<file path="src/rtl/add16_pkg.sv">
// Shared types and constants for the multi-word add16 sequencer and its
// split-capable adder core.
package add16_pkg;

    localparam int LANE_W = 8;
    localparam int WORD_W = 16;

    typedef logic [WORD_W-1:0] word_t;

    typedef enum logic [1:0] {
        IDLE,
        RUN,
        FLUSH,
        DONE
    } state_t;

endpackage : add16_pkg

</file>
<file path="src/rtl/add16_sequencer_if.sv">
// Control, operand and result handshake bundle of the add16 sequencer.
// "master" is the operand-fetch/result-buffer side; "slave" is the sequencer.
interface add16_sequencer_if #(
    parameter int CNT_W = 4
);
    import add16_pkg::*;

    logic             start;
    logic [CNT_W-1:0] num_words;
    logic             split;
    logic             carry_in;
    logic             in_valid;
    logic             in_ready;
    word_t            in_a;
    word_t            in_b;
    logic             out_valid;
    logic             out_ready;
    word_t            out_sum;
    logic             out_last;
    logic [1:0]       carry_out;
    logic             busy;
    logic             done;

    modport master (
        output start, num_words, split, carry_in, in_valid, in_a, in_b, out_ready,
        input  in_ready, out_valid, out_sum, out_last, carry_out, busy, done
    );

    modport slave (
        input  start, num_words, split, carry_in, in_valid, in_a, in_b, out_ready,
        output in_ready, out_valid, out_sum, out_last, carry_out, busy, done
    );

endinterface : add16_sequencer_if

</file>
<file path="src/rtl/add16_split_core.sv">
// Combinational 16-bit adder that can run as two independent 8-bit lanes,
// each with its own carry in and carry out.
module add16_split_core
    import add16_pkg::*;
(
    input  word_t a,
    input  word_t b,
    input  logic  c0,
    input  logic  c1,
    input  logic  split,
    output word_t sum,
    output logic  co0,
    output logic  co1
);

    logic [LANE_W:0] lo;
    logic [LANE_W:0] hi;
    logic [WORD_W:0] full;

    // NOTE: every always_comb output gets a value on every path (defaults or
    // full if/else), otherwise synthesis infers a latch.
    always_comb begin
        lo   = {1'b0, a[LANE_W-1:0]} + {1'b0, b[LANE_W-1:0]} + {{LANE_W{1'b0}}, c0};
        hi   = {1'b0, a[WORD_W-1:LANE_W]} + {1'b0, b[WORD_W-1:LANE_W]} + {{LANE_W{1'b0}}, c1};
        full = {1'b0, a} + {1'b0, b} + {{WORD_W{1'b0}}, c0};
        if (split) begin
            sum = {hi[LANE_W-1:0], lo[LANE_W-1:0]};
            co0 = lo[LANE_W];
            co1 = hi[LANE_W];
        end else begin
            sum = full[WORD_W-1:0];
            co0 = full[WORD_W];
            co1 = 1'b0;
        end
    end

endmodule : add16_split_core

</file>
<file path="src/rtl/add16_sequencer.sv">
// Multi-precision add sequencer: streams operand word pairs LS word first,
// chains carries through add16_split_core and emits registered sum words.
module add16_sequencer
    import add16_pkg::*;
#(
    parameter int CNT_W = 4
) (
    input logic               clk,
    input logic               rst,
    add16_sequencer_if.slave  bus
);

    state_t           state;
    state_t           next_state;
    logic [CNT_W-1:0] count;
    logic             split_q;
    logic             c0;
    logic             c1;
    word_t            out_sum;
    logic             out_valid;
    logic             out_last;
    logic [1:0]       carry_out;

    word_t            core_sum;
    logic             core_co0;
    logic             core_co1;
    logic             in_ready;
    logic             xfer;

    add16_split_core u_core (
        .a     (bus.in_a),
        .b     (bus.in_b),
        .c0    (c0),
        .c1    (c1),
        .split (split_q),
        .sum   (core_sum),
        .co0   (core_co0),
        .co1   (core_co1)
    );

    assign in_ready = (state == RUN) && (!out_valid || bus.out_ready);
    assign xfer     = in_ready && bus.in_valid;

    always_comb begin
        next_state = state;
        case (state)
            IDLE:    if (bus.start) next_state = (bus.num_words == '0) ? DONE : RUN;
            RUN:     if (xfer && count == CNT_W'(1)) next_state = FLUSH;
            FLUSH:   if (out_valid && bus.out_ready) next_state = DONE;
            DONE:    next_state = IDLE;
            default: next_state = IDLE;
        endcase
    end

    // NOTE: sequential state is written with non-blocking assignments only, so
    // every register samples pre-edge values regardless of statement order.
    always_ff @(posedge clk or posedge rst) begin
        if (rst) state <= IDLE;
        else     state <= next_state;
    end

    always_ff @(posedge clk or posedge rst) begin
        if (rst) begin
            count     <= '0;
            split_q   <= 1'b0;
            c0        <= 1'b0;
            c1        <= 1'b0;
            out_sum   <= '0;
            out_valid <= 1'b0;
            out_last  <= 1'b0;
            carry_out <= '0;
        end else begin
            case (state)
                IDLE: if (bus.start) begin
                    if (bus.num_words != '0) begin
                        count   <= bus.num_words;
                        split_q <= bus.split;
                        c0      <= bus.carry_in;
                        c1      <= bus.carry_in;
                    end else begin
                        carry_out <= {bus.split & bus.carry_in, bus.carry_in};
                    end
                end
                RUN: begin
                    if (xfer) begin
                        out_sum   <= core_sum;
                        c0        <= core_co0;
                        c1        <= core_co1;
                        out_valid <= 1'b1;
                        out_last  <= (count == CNT_W'(1));
                        count     <= count - CNT_W'(1);
                    end else if (bus.out_ready) begin
                        out_valid <= 1'b0;
                    end
                end
                // c1 is already 0 in 16-bit mode: the core reports no high-lane carry.
                FLUSH: if (out_valid && bus.out_ready) begin
                    out_valid <= 1'b0;
                    out_last  <= 1'b0;
                    carry_out <= {c1, c0};
                end
                default: ;
            endcase
        end
    end

    assign bus.in_ready  = in_ready;
    assign bus.out_valid = out_valid;
    assign bus.out_sum   = out_sum;
    assign bus.out_last  = out_last;
    assign bus.carry_out = carry_out;
    assign bus.busy      = (state == RUN) || (state == FLUSH);
    assign bus.done      = (state == DONE);

endmodule : add16_sequencer
</file>
<file path="src/flat_wrapper.sv">
// flat-port wrapper written by rule: the top's interface ports become plain ports
module add16_sequencer_flat import add16_pkg::*;
#(
    parameter int CNT_W = 4
)
  (clk, rst, bus_start, bus_num_words, bus_split, bus_carry_in, bus_in_valid, bus_in_a, bus_in_b, bus_out_ready, bus_in_ready, bus_out_valid, bus_out_sum, bus_out_last, bus_carry_out, bus_busy, bus_done);
  add16_sequencer_if #(.CNT_W(CNT_W)) bus_i ();
  input logic clk;
  input logic rst;
  input wire logic [$bits(bus_i.start)-1:0] bus_start;
  input wire logic [$bits(bus_i.num_words)-1:0] bus_num_words;
  input wire logic [$bits(bus_i.split)-1:0] bus_split;
  input wire logic [$bits(bus_i.carry_in)-1:0] bus_carry_in;
  input wire logic [$bits(bus_i.in_valid)-1:0] bus_in_valid;
  input wire logic [$bits(bus_i.in_a)-1:0] bus_in_a;
  input wire logic [$bits(bus_i.in_b)-1:0] bus_in_b;
  input wire logic [$bits(bus_i.out_ready)-1:0] bus_out_ready;
  output wire logic [$bits(bus_i.in_ready)-1:0] bus_in_ready;
  output wire logic [$bits(bus_i.out_valid)-1:0] bus_out_valid;
  output wire logic [$bits(bus_i.out_sum)-1:0] bus_out_sum;
  output wire logic [$bits(bus_i.out_last)-1:0] bus_out_last;
  output wire logic [$bits(bus_i.carry_out)-1:0] bus_carry_out;
  output wire logic [$bits(bus_i.busy)-1:0] bus_busy;
  output wire logic [$bits(bus_i.done)-1:0] bus_done;
  assign bus_i.start = bus_start;
  assign bus_i.num_words = bus_num_words;
  assign bus_i.split = bus_split;
  assign bus_i.carry_in = bus_carry_in;
  assign bus_i.in_valid = bus_in_valid;
  assign bus_i.in_a = bus_in_a;
  assign bus_i.in_b = bus_in_b;
  assign bus_i.out_ready = bus_out_ready;
  assign bus_in_ready = bus_i.in_ready;
  assign bus_out_valid = bus_i.out_valid;
  assign bus_out_sum = bus_i.out_sum;
  assign bus_out_last = bus_i.out_last;
  assign bus_carry_out = bus_i.carry_out;
  assign bus_busy = bus_i.busy;
  assign bus_done = bus_i.done;
  add16_sequencer #(.CNT_W(CNT_W)) u_core (.clk(clk), .rst(rst), .bus(bus_i));
endmodule
</file>
<file path="config.mk">
export PLATFORM = sky130hd
export DESIGN_NAME = add16_sequencer_flat
export DESIGN_NICKNAME = d
export VERILOG_FILES = /design/src/rtl/add16_pkg.sv /design/src/rtl/add16_sequencer_if.sv /design/src/rtl/add16_split_core.sv /design/src/rtl/add16_sequencer.sv /design/src/flat_wrapper.sv
export SDC_FILE = /design/constraint.sdc
export NUM_CORES = 1
export LEC_CHECK = 0
export CORE_MARGIN = 5
export CORE_UTILIZATION = 45
export DETAILED_ROUTE_END_ITERATION = 10
export GPL_TIMING_DRIVEN = 0
export PLACE_DENSITY_LB_ADDON = 0.1
export SLEW_MARGIN = 5
export SYNTH_ARGS = -nofsm -noshare
export SYNTH_HDL_FRONTEND = slang
export SYNTH_SLANG_ARGS = --single-unit
</file>
<file path="constraint.sdc">
create_clock -name clk -period 3.1 [get_ports clk]
set_input_delay 0.31 -clock clk [delete_from_list [all_inputs] [get_ports clk]]
set_output_delay 0.31 -clock clk [all_outputs]
set_load 0.1 [all_outputs]
</file>
# ---- After elaboration in Yosys (flattened, before gate mapping)
# Index checks and enable logic that the tools add are counted.
# W data, S select, Z words.
dict set report totals {
  register_bits 29
  out_inout_bits 23
  elab_cells 76
}
dict set report classes {
  add_sub_neg 7
  n_eq_ne 11
  muxes 28
  bitwise_logic 1
  reduce_logical 20
}
# op n
set op_table {}
lappend op_table {{$add A8 B8 Y9} 2}
lappend op_table {{$add A9 B1 Y9} 2}
lappend op_table {{$add A16 B16 Y17} 1}
lappend op_table {{$add A17 B1 Y17} 1}
lappend op_table {{$mux W16} 1}
lappend op_table {{$mux W2} 7}
lappend op_table {{$mux W4} 3}
lappend op_table {{$reduce_and A3 Y1} 4}
lappend op_table {{$mux W1} 10}
lappend op_table {{$pmux W1 S2} 4}
lappend op_table {{$pmux W2 S4} 1}
lappend op_table {{$pmux W4 S2} 1}
lappend op_table {{$reduce_and A4 Y1} 2}
lappend op_table {{$ne A2 B1 Y1 const B} 3}
lappend op_table {{$ne A2 B2 Y1 const B} 3}
lappend op_table {{$reduce_bool A2 Y1} 3}
lappend op_table {{$eq A2 B2 Y1 const B} 2}
lappend op_table {{$eq A4 B1 Y1 const B} 1}
lappend op_table {{$logic_and A1 B1 Y1} 4}
lappend op_table {{$logic_not A4 Y1} 1}
lappend op_table {{$pmux W2 S2} 1}
lappend op_table {{$reduce_bool A4 Y1} 1}
lappend op_table {{$sub A4 B1 Y4 const B} 1}
lappend op_table {{$ne A3 B2 Y1 const B} 1}
lappend op_table {{other kinds (6)} 7}

# ---- Depth between registers and ports, before layout
dict set report depth {
  word_depth 7
  depth_mapped 10
}

# ---- Cells and area by module
# From an unflattened synthesis, not the netlist that was laid out.
dict set report unflattened {
  cells_unflattened 309
  area_unflattened_um2 2565.0
}
# mod n_inst cells_each area_per_inst_um2
set by_module_without_submodules {}
lappend by_module_without_submodules {add16_sequencer 1 181 1627.8}
lappend by_module_without_submodules {add16_split_core 1 128 937.1}

# ---- Worst setup path after synthesis
# Ideal clock, no wire load.
dict set report synth_timing {
  path_kind {register -> register}
  start {register u_core.c0}
  end {register u_core.out_sum[10], in the netlist u_core.bus.out_sum[10]}
  setup_ns 0.131
  arrival_time_ns 2.006
  required_time_ns 2.969
  setup_slack_ns 0.963
  stages_incl_launch_ff 10
  n_path_buf 0
  cell_sequence {dfrtp_1 -> fa_1 -> inv_1 -> fa_1 -> nor2b_4 -> o2111ai_2 -> a311oi_2 -> o41ai_2 -> xor2_1 -> o21ai_1}
}
dict set report synth_between {
  elab_chain_len 2
}
# item line
set synth_lines {}
lappend synth_lines {{from (decl)} add16_sequencer.sv:17} ;# logic c0;
lappend synth_lines {{from (signal assigned)} add16_sequencer.sv:78} ;# c0 <= bus.carry_in;
lappend synth_lines {{from (signal assigned)} add16_sequencer.sv:87} ;# c0 <= core_co0;
lappend synth_lines {{$add A17 B1 Y17} add16_split_core.sv:25} ;# full = {1'b0, a} + {1'b0, b} + {{WORD_W{1'b0}}, c0};
lappend synth_lines {{$mux W16} add16_split_core.sv:26} ;# if (split) begin
lappend synth_lines {{to (signal assigned)} add16_sequencer.sv:86} ;# out_sum <= core_sum;
lappend synth_lines {{to (decl)} add16_sequencer.sv:19} ;# word_t out_sum;
# Every way passes these cells.
# A chain may end at the register's enable or synchronous reset.

# ---- Final worst setup path
dict set report layout_timing {
  start {register u_core.state[1]}
  end {output port bus_in_ready}
}
dict set report layout_between {
  elab_chain_len 2
}
# item line
set layout_lines {}
lappend layout_lines {{from (decl)} add16_sequencer.sv:13} ;# state_t state;
lappend layout_lines {{from (signal assigned)} add16_sequencer.sv:59} ;# else state <= next_state;
lappend layout_lines {{$eq A2 B1 Y1} add16_sequencer.sv:41} ;# assign in_ready = (state == RUN) && (!out_valid || bus.out_ready);
lappend layout_lines {{$logic_and A1 B1 Y1} add16_sequencer.sv:41}
lappend layout_lines {{to (decl)} flat_wrapper.sv:18} ;# output wire logic [$bits(bus_i.in_ready)-1:0] bus_in_ready;
# Every way passes these cells.

==> metrics list <==
- The floorplan step set the die height to 84.2 um.
- Slack of the critical path: 0.243 ns
- TritonCTS created 5 clock buffers.
- Net switching is 57.4% of the power.
- Sink count of the clock tree: 29
- The die covers 7090 um2.
- The total count of max-transition violations in the final report is 0.
- 0 antenna diodes ended up in the layout.
* Overall Global Routing Usage: 18.1%
* Post-Layout Cell Count: 435
- Final core utilization: 61.4%
* Min-Delay Path Class: flip-flop to flip-flop
- Die X-Extent: 84.2 um
* Wirelength per Cell: 14.4 um
* Terminus of the critical flop-to-flop path: u_core.bus.out_sum[10]$_DFFE_PP0P_
- Dpl ws: 0.245 ns
- Count of endpoints failing hold in the final timing report: 0
- In this run the cell area of the synthesized design comes to 2480 um2.
- Number of nets with antenna violations after detailed routing: 0
* Hold-critical path depth: 2
- In the final design database the tool counted 430 nets.
* Buffers from clock root to sink, at most: 2
- Worst R2R Setup Slack: 0.66 ns
- Average cell area after synthesis: 8.54 um2
- Max rail drop VDD: 701 uV
- For this block, the routed nets add up to 6260 um of wire.
* Top flip-flop cell by instance count after synthesis: sky130_fd_sc_hd__dfrtp_1
* Endpoint kind of the worst setup timing path: output pin
- Number of fillers in the final layout: 492
- Share of flip-flops with an asynchronous set or reset: 100%
* Total vias in the final route: 2363
* Total grt overflow: 0
- CTS tree: done
- Entering global routing, the biggest net connects 30 pins.
- Fraction of final layout cells sized beyond drive strength 1: 9.09%
- Sink of the worst hold path: u_core.bus.out_sum[0]$_DFFE_PP0P_
* Post-CTS setup buffers: 0
- The synthesized design contains 0 enable-type register cells.
- The sequential cells in the finished layout cover a total of 726 um2.
* Internal power contribution: 1.55 mW
- In this run the most critical hold path is launched from u_core.bus.out_sum[0]$_DFFE_PP0P_.
- After routing the design area is 3340 um2.
- For the worst flop-to-flop path, the logic depth is 9.
* Setup clock skew after layout: 0.00392 ns
- The share of total power dissipated in the clock network is 11.2%.
* Synth Register Bits: 29
* Synthesized instance count: 290
- Comb pwr share: 69.5%
- Total of endpoints with negative setup slack in the final report: 0
* Area growth syn-to-layout: 34.7%
- The number of global-route vias before repair was 2321.
- For this run, the top clock speed supported by timing is 350 MHz.
* Hold Worst Slack: 0.484 ns
- Summing all placed instances gives a cell area of 3220 um2.
- The analysis attributes to net switching a power of 2.09 mW.
- Count of warnings emitted by yosys: 0
- Required time of the worst setup path: 2.79 ns
- The first global-routing pass estimated 10600 um of wire.
- Net count after synthesis: 358
* Share of synthesized area occupied by flip-flops and latches: 29.3%
- Number of max-cap violations: 0
* Post-layout total power: 3.65 mW
- Once the floorplan was initialized, standard cells occupied 45.5% of the core.
- After detailed routing, the number of remaining DRC violations is 0.
- The first TritonRoute pass finished after 4 iterations.
- Clk Tree Root Cell: sky130_fd_sc_hd__clkbuf_8
- Area of the core region: 5440 um2
* Worst-Margin Slew: 1.10 ns
- Period utilisation layout: 92.2%
- The worst setup path is of the flip-flop to output pin kind.
* Worst-path fanout max: 10
- Leakage: 1.44 nW
* Detailed router's first-iteration violation count: 84
- In this run the critical register-to-register path is launched from u_core.c0$_DFFE_PP0P_.
* Half-perimeter wire length after detailed placement: 5030 um
- Unrepaired setup endpoints after global routing: no
* Weighted congestion reported at the end of routability-driven placement: 0.817
- For this design the top-level I/O count stands at 66.
- STA classifies the critical path startpoint as a flip-flop.
- After detailed routing, the number of vias per cell comes to 5.43.
* Run status: complete, no violations
- Area of the multi-input gates: 1620 um2
- CTS H-tree lvls: 2
- The clock reaches the later pin of the worst-skew pair after 0.28 ns.
- Minimum clock period after layout: 2.86 ns
- Number of antenna violations at the first check in global routing: 0
* Critical path arrival: 2.55 ns
* Standard-cell rows: 27
* Sum Neg Setup Slack: 0 ns
- After clock tree synthesis, the clock-pin slew on the worst setup and hold paths is 0.06 ns.
- Yosys mapped the design onto 54 distinct sky130hd cell types.
* Placed cells: 427
* Relative contribution of sequential cells to total power: 19.3%
* Worst-case headroom to the max-slew limit: 26.5%
- The count of buffers added on input and output ports is 65.
- Dividing total power by cell area gives a power density of 1090 nW/um2.
-- cells in the mapped netlist, types with 2 or more instances --
| library cell | count | share of area [%] |
|---|---|---|
| sky130_fd_sc_hd__o21ai_2 | 3 | 1.1 |
| sky130_fd_sc_hd__a211oi_2 | 2 | 1.0 |
| sky130_fd_sc_hd__a21o_1 | 4 | 1.2 |
| sky130_fd_sc_hd__mux2i_1 | 4 | 1.6 |
| sky130_fd_sc_hd__o21ai_0 | 21 | 4.2 |
| sky130_fd_sc_hd__o21ai_1 | 8 | 1.6 |
| sky130_fd_sc_hd__o211ai_1 | 7 | 2.1 |
| sky130_fd_sc_hd__nand3_1 | 5 | 1.0 |
| sky130_fd_sc_hd__a311oi_1 | 2 | 0.71 |
| sky130_fd_sc_hd__mux2_2 | 3 | 1.4 |
| sky130_fd_sc_hd__buf_4 | 3 | 0.91 |
| sky130_fd_sc_hd__nand2b_1 | 3 | 0.76 |
| sky130_fd_sc_hd__dfrtp_1 | 29 | 29 |
| sky130_fd_sc_hd__buf_2 | 3 | 0.61 |
| sky130_fd_sc_hd__xor2_1 | 5 | 1.8 |
| sky130_fd_sc_hd__o21bai_1 | 2 | 0.61 |
| sky130_fd_sc_hd__inv_1 | 20 | 3.0 |
| sky130_fd_sc_hd__clkbuf_1 | 4 | 0.61 |
| sky130_fd_sc_hd__and2_1 | 2 | 0.50 |
| sky130_fd_sc_hd__nor3_1 | 10 | 2.0 |
| sky130_fd_sc_hd__o31ai_1 | 2 | 0.61 |
| sky130_fd_sc_hd__o21a_1 | 3 | 0.91 |
| sky130_fd_sc_hd__a31oi_1 | 5 | 1.3 |
| sky130_fd_sc_hd__ha_1 | 21 | 11 |
| sky130_fd_sc_hd__nand2_1 | 35 | 5.3 |
| sky130_fd_sc_hd__fa_1 | 4 | 3.2 |
| sky130_fd_sc_hd__xnor2_1 | 7 | 2.5 |
| sky130_fd_sc_hd__a22o_1 | 2 | 0.71 |
| sky130_fd_sc_hd__and3_1 | 5 | 1.3 |
| sky130_fd_sc_hd__o41ai_2 | 2 | 1.3 |
| sky130_fd_sc_hd__nor2_1 | 16 | 2.4 |
| sky130_fd_sc_hd__a21oi_1 | 26 | 5.3 |
-- logic make-up after synthesis --
| kind of cell | Yosys count | synth area share [%] |
|---|---|---|
| compound gates | 100 | 27.3 |
| xor+xnor | 12 | 4.24 |
| fa+ha+maj | 25 | 13.8 |
| buf+inv | 30 | 5.15 |
| flops | 29 | 29.3 |
| mux | 7 | 2.98 |
| simple gates | 87 | 17.2 |
-- routing by layer --
metal	global-route usage, %	vias up	part of all wire [%]
met5	0	-	0
met4	3.95	0	0.85
met3	3.73	4	4.4
met2	31.9	58	49
met1	22.7	1110	45
li1	-	1191	-
-- timing repair --
item / CTS / global route
hold buffers: 0 / 0
resized for setup: 1 / 0
endpoints found under the hold margin: 0 / 0
endpoints found under the setup margin: 1 / 0
-- how the worst max path moves through the flow --
stage | start | to | slack [ns] | depth (start not counted)
finish | u_core.state[1]$_DFFE_PP0P_ | bus_in_ready | 0.24 | 6
CTS | u_core.state[1]$_DFFE_PP0P_ | bus_in_ready | 0.22 | 6
global placement | u_core.state[1]$_DFFE_PP0P_ | bus_in_ready | 0.28 | 6
floorplan | u_core.c0$_DFFE_PP0P_ | u_core.bus.out_sum[10]$_DFFE_PP0P_ | 0.96 | 9
global route | u_core.state[1]$_DFFE_PP0P_ | bus_in_ready | 0.13 | 6
detailed placement | u_core.state[1]$_DFFE_PP0P_ | bus_in_ready | 0.25 | 6
-- cells in the final DEF (no fill, tap or decap), types with 4 or more instances in the layout --
cell type / synthesis / routed
sky130_fd_sc_hd__a31oi_1: 5 / 5
sky130_fd_sc_hd__nand3_1: 5 / 5
sky130_fd_sc_hd__nor2_1: 16 / 16
sky130_fd_sc_hd__fa_1: 4 / 4
sky130_fd_sc_hd__clkdlybuf4s50_1: 0 / 64
sky130_fd_sc_hd__mux2i_1: 4 / 4
sky130_fd_sc_hd__clkbuf_1: 4 / 4
sky130_fd_sc_hd__ha_1: 21 / 21
sky130_fd_sc_hd__nor3_1: 10 / 10
sky130_fd_sc_hd__o21ai_1: 8 / 8
sky130_fd_sc_hd__o21ai_0: 21 / 21
sky130_fd_sc_hd__dfrtp_1: 29 / 29
sky130_fd_sc_hd__nand2_1: 35 / 35
sky130_fd_sc_hd__a21oi_1: 26 / 26
sky130_fd_sc_hd__xor2_1: 5 / 5
sky130_fd_sc_hd__clkbuf_8: 0 / 6
sky130_fd_sc_hd__xnor2_1: 7 / 7
sky130_fd_sc_hd__a21o_1: 4 / 4
sky130_fd_sc_hd__and3_1: 5 / 5
sky130_fd_sc_hd__inv_1: 20 / 20
sky130_fd_sc_hd__o211ai_1: 7 / 7
-- state kept, by name, summed over array words and instances (netlist names) --
name / flops
u_core.split_q: 1
u_core.bus.out_sum: 16
u_core.c1: 1
u_core.count: 4
u_core.bus.carry_out: 2
u_core.bus.out_valid: 1
u_core.c0: 1
u_core.state: 2
u_core.bus.out_last: 1
-- final cells by class --
cell class,count,area share [%]
clock buffer,6,2.47
clock inverter,2,1.12
tap,72,2.70
multi-input combinational,231,48.7
buffer,10,1.57
sequential,29,21.7
timing repair buffer,65,19.5
inverter,20,2.25
-- worst max-delay path, stage by stage (launching register included) --
cell,delay [ns]
sky130_fd_sc_hd__dfrtp_1,0.41
sky130_fd_sc_hd__inv_1,0.10
sky130_fd_sc_hd__ha_1,0.14
sky130_fd_sc_hd__buf_2,0.18
sky130_fd_sc_hd__clkbuf_1,0.39
sky130_fd_sc_hd__and2_1,0.20
sky130_fd_sc_hd__dlygate4sd2_1,0.85
-- power by group through the flow --
| stage | Sequential, mW | Clock [mW] | Combinational [mW] |
|---|---|---|---|
| after floorplan | 1.56 | 0 | 1.10 |
| after global placement | 0.708 | 0 | 2.52 |
| after detailed placement | 0.712 | 0 | 2.54 |
| after CTS | 0.706 | 0.418 | 2.54 |
| after global routing | 0.730 | 0.435 | 2.70 |
| final | 0.705 | 0.408 | 2.53 |
No activity file was read; power rests on OpenSTA's default activity.
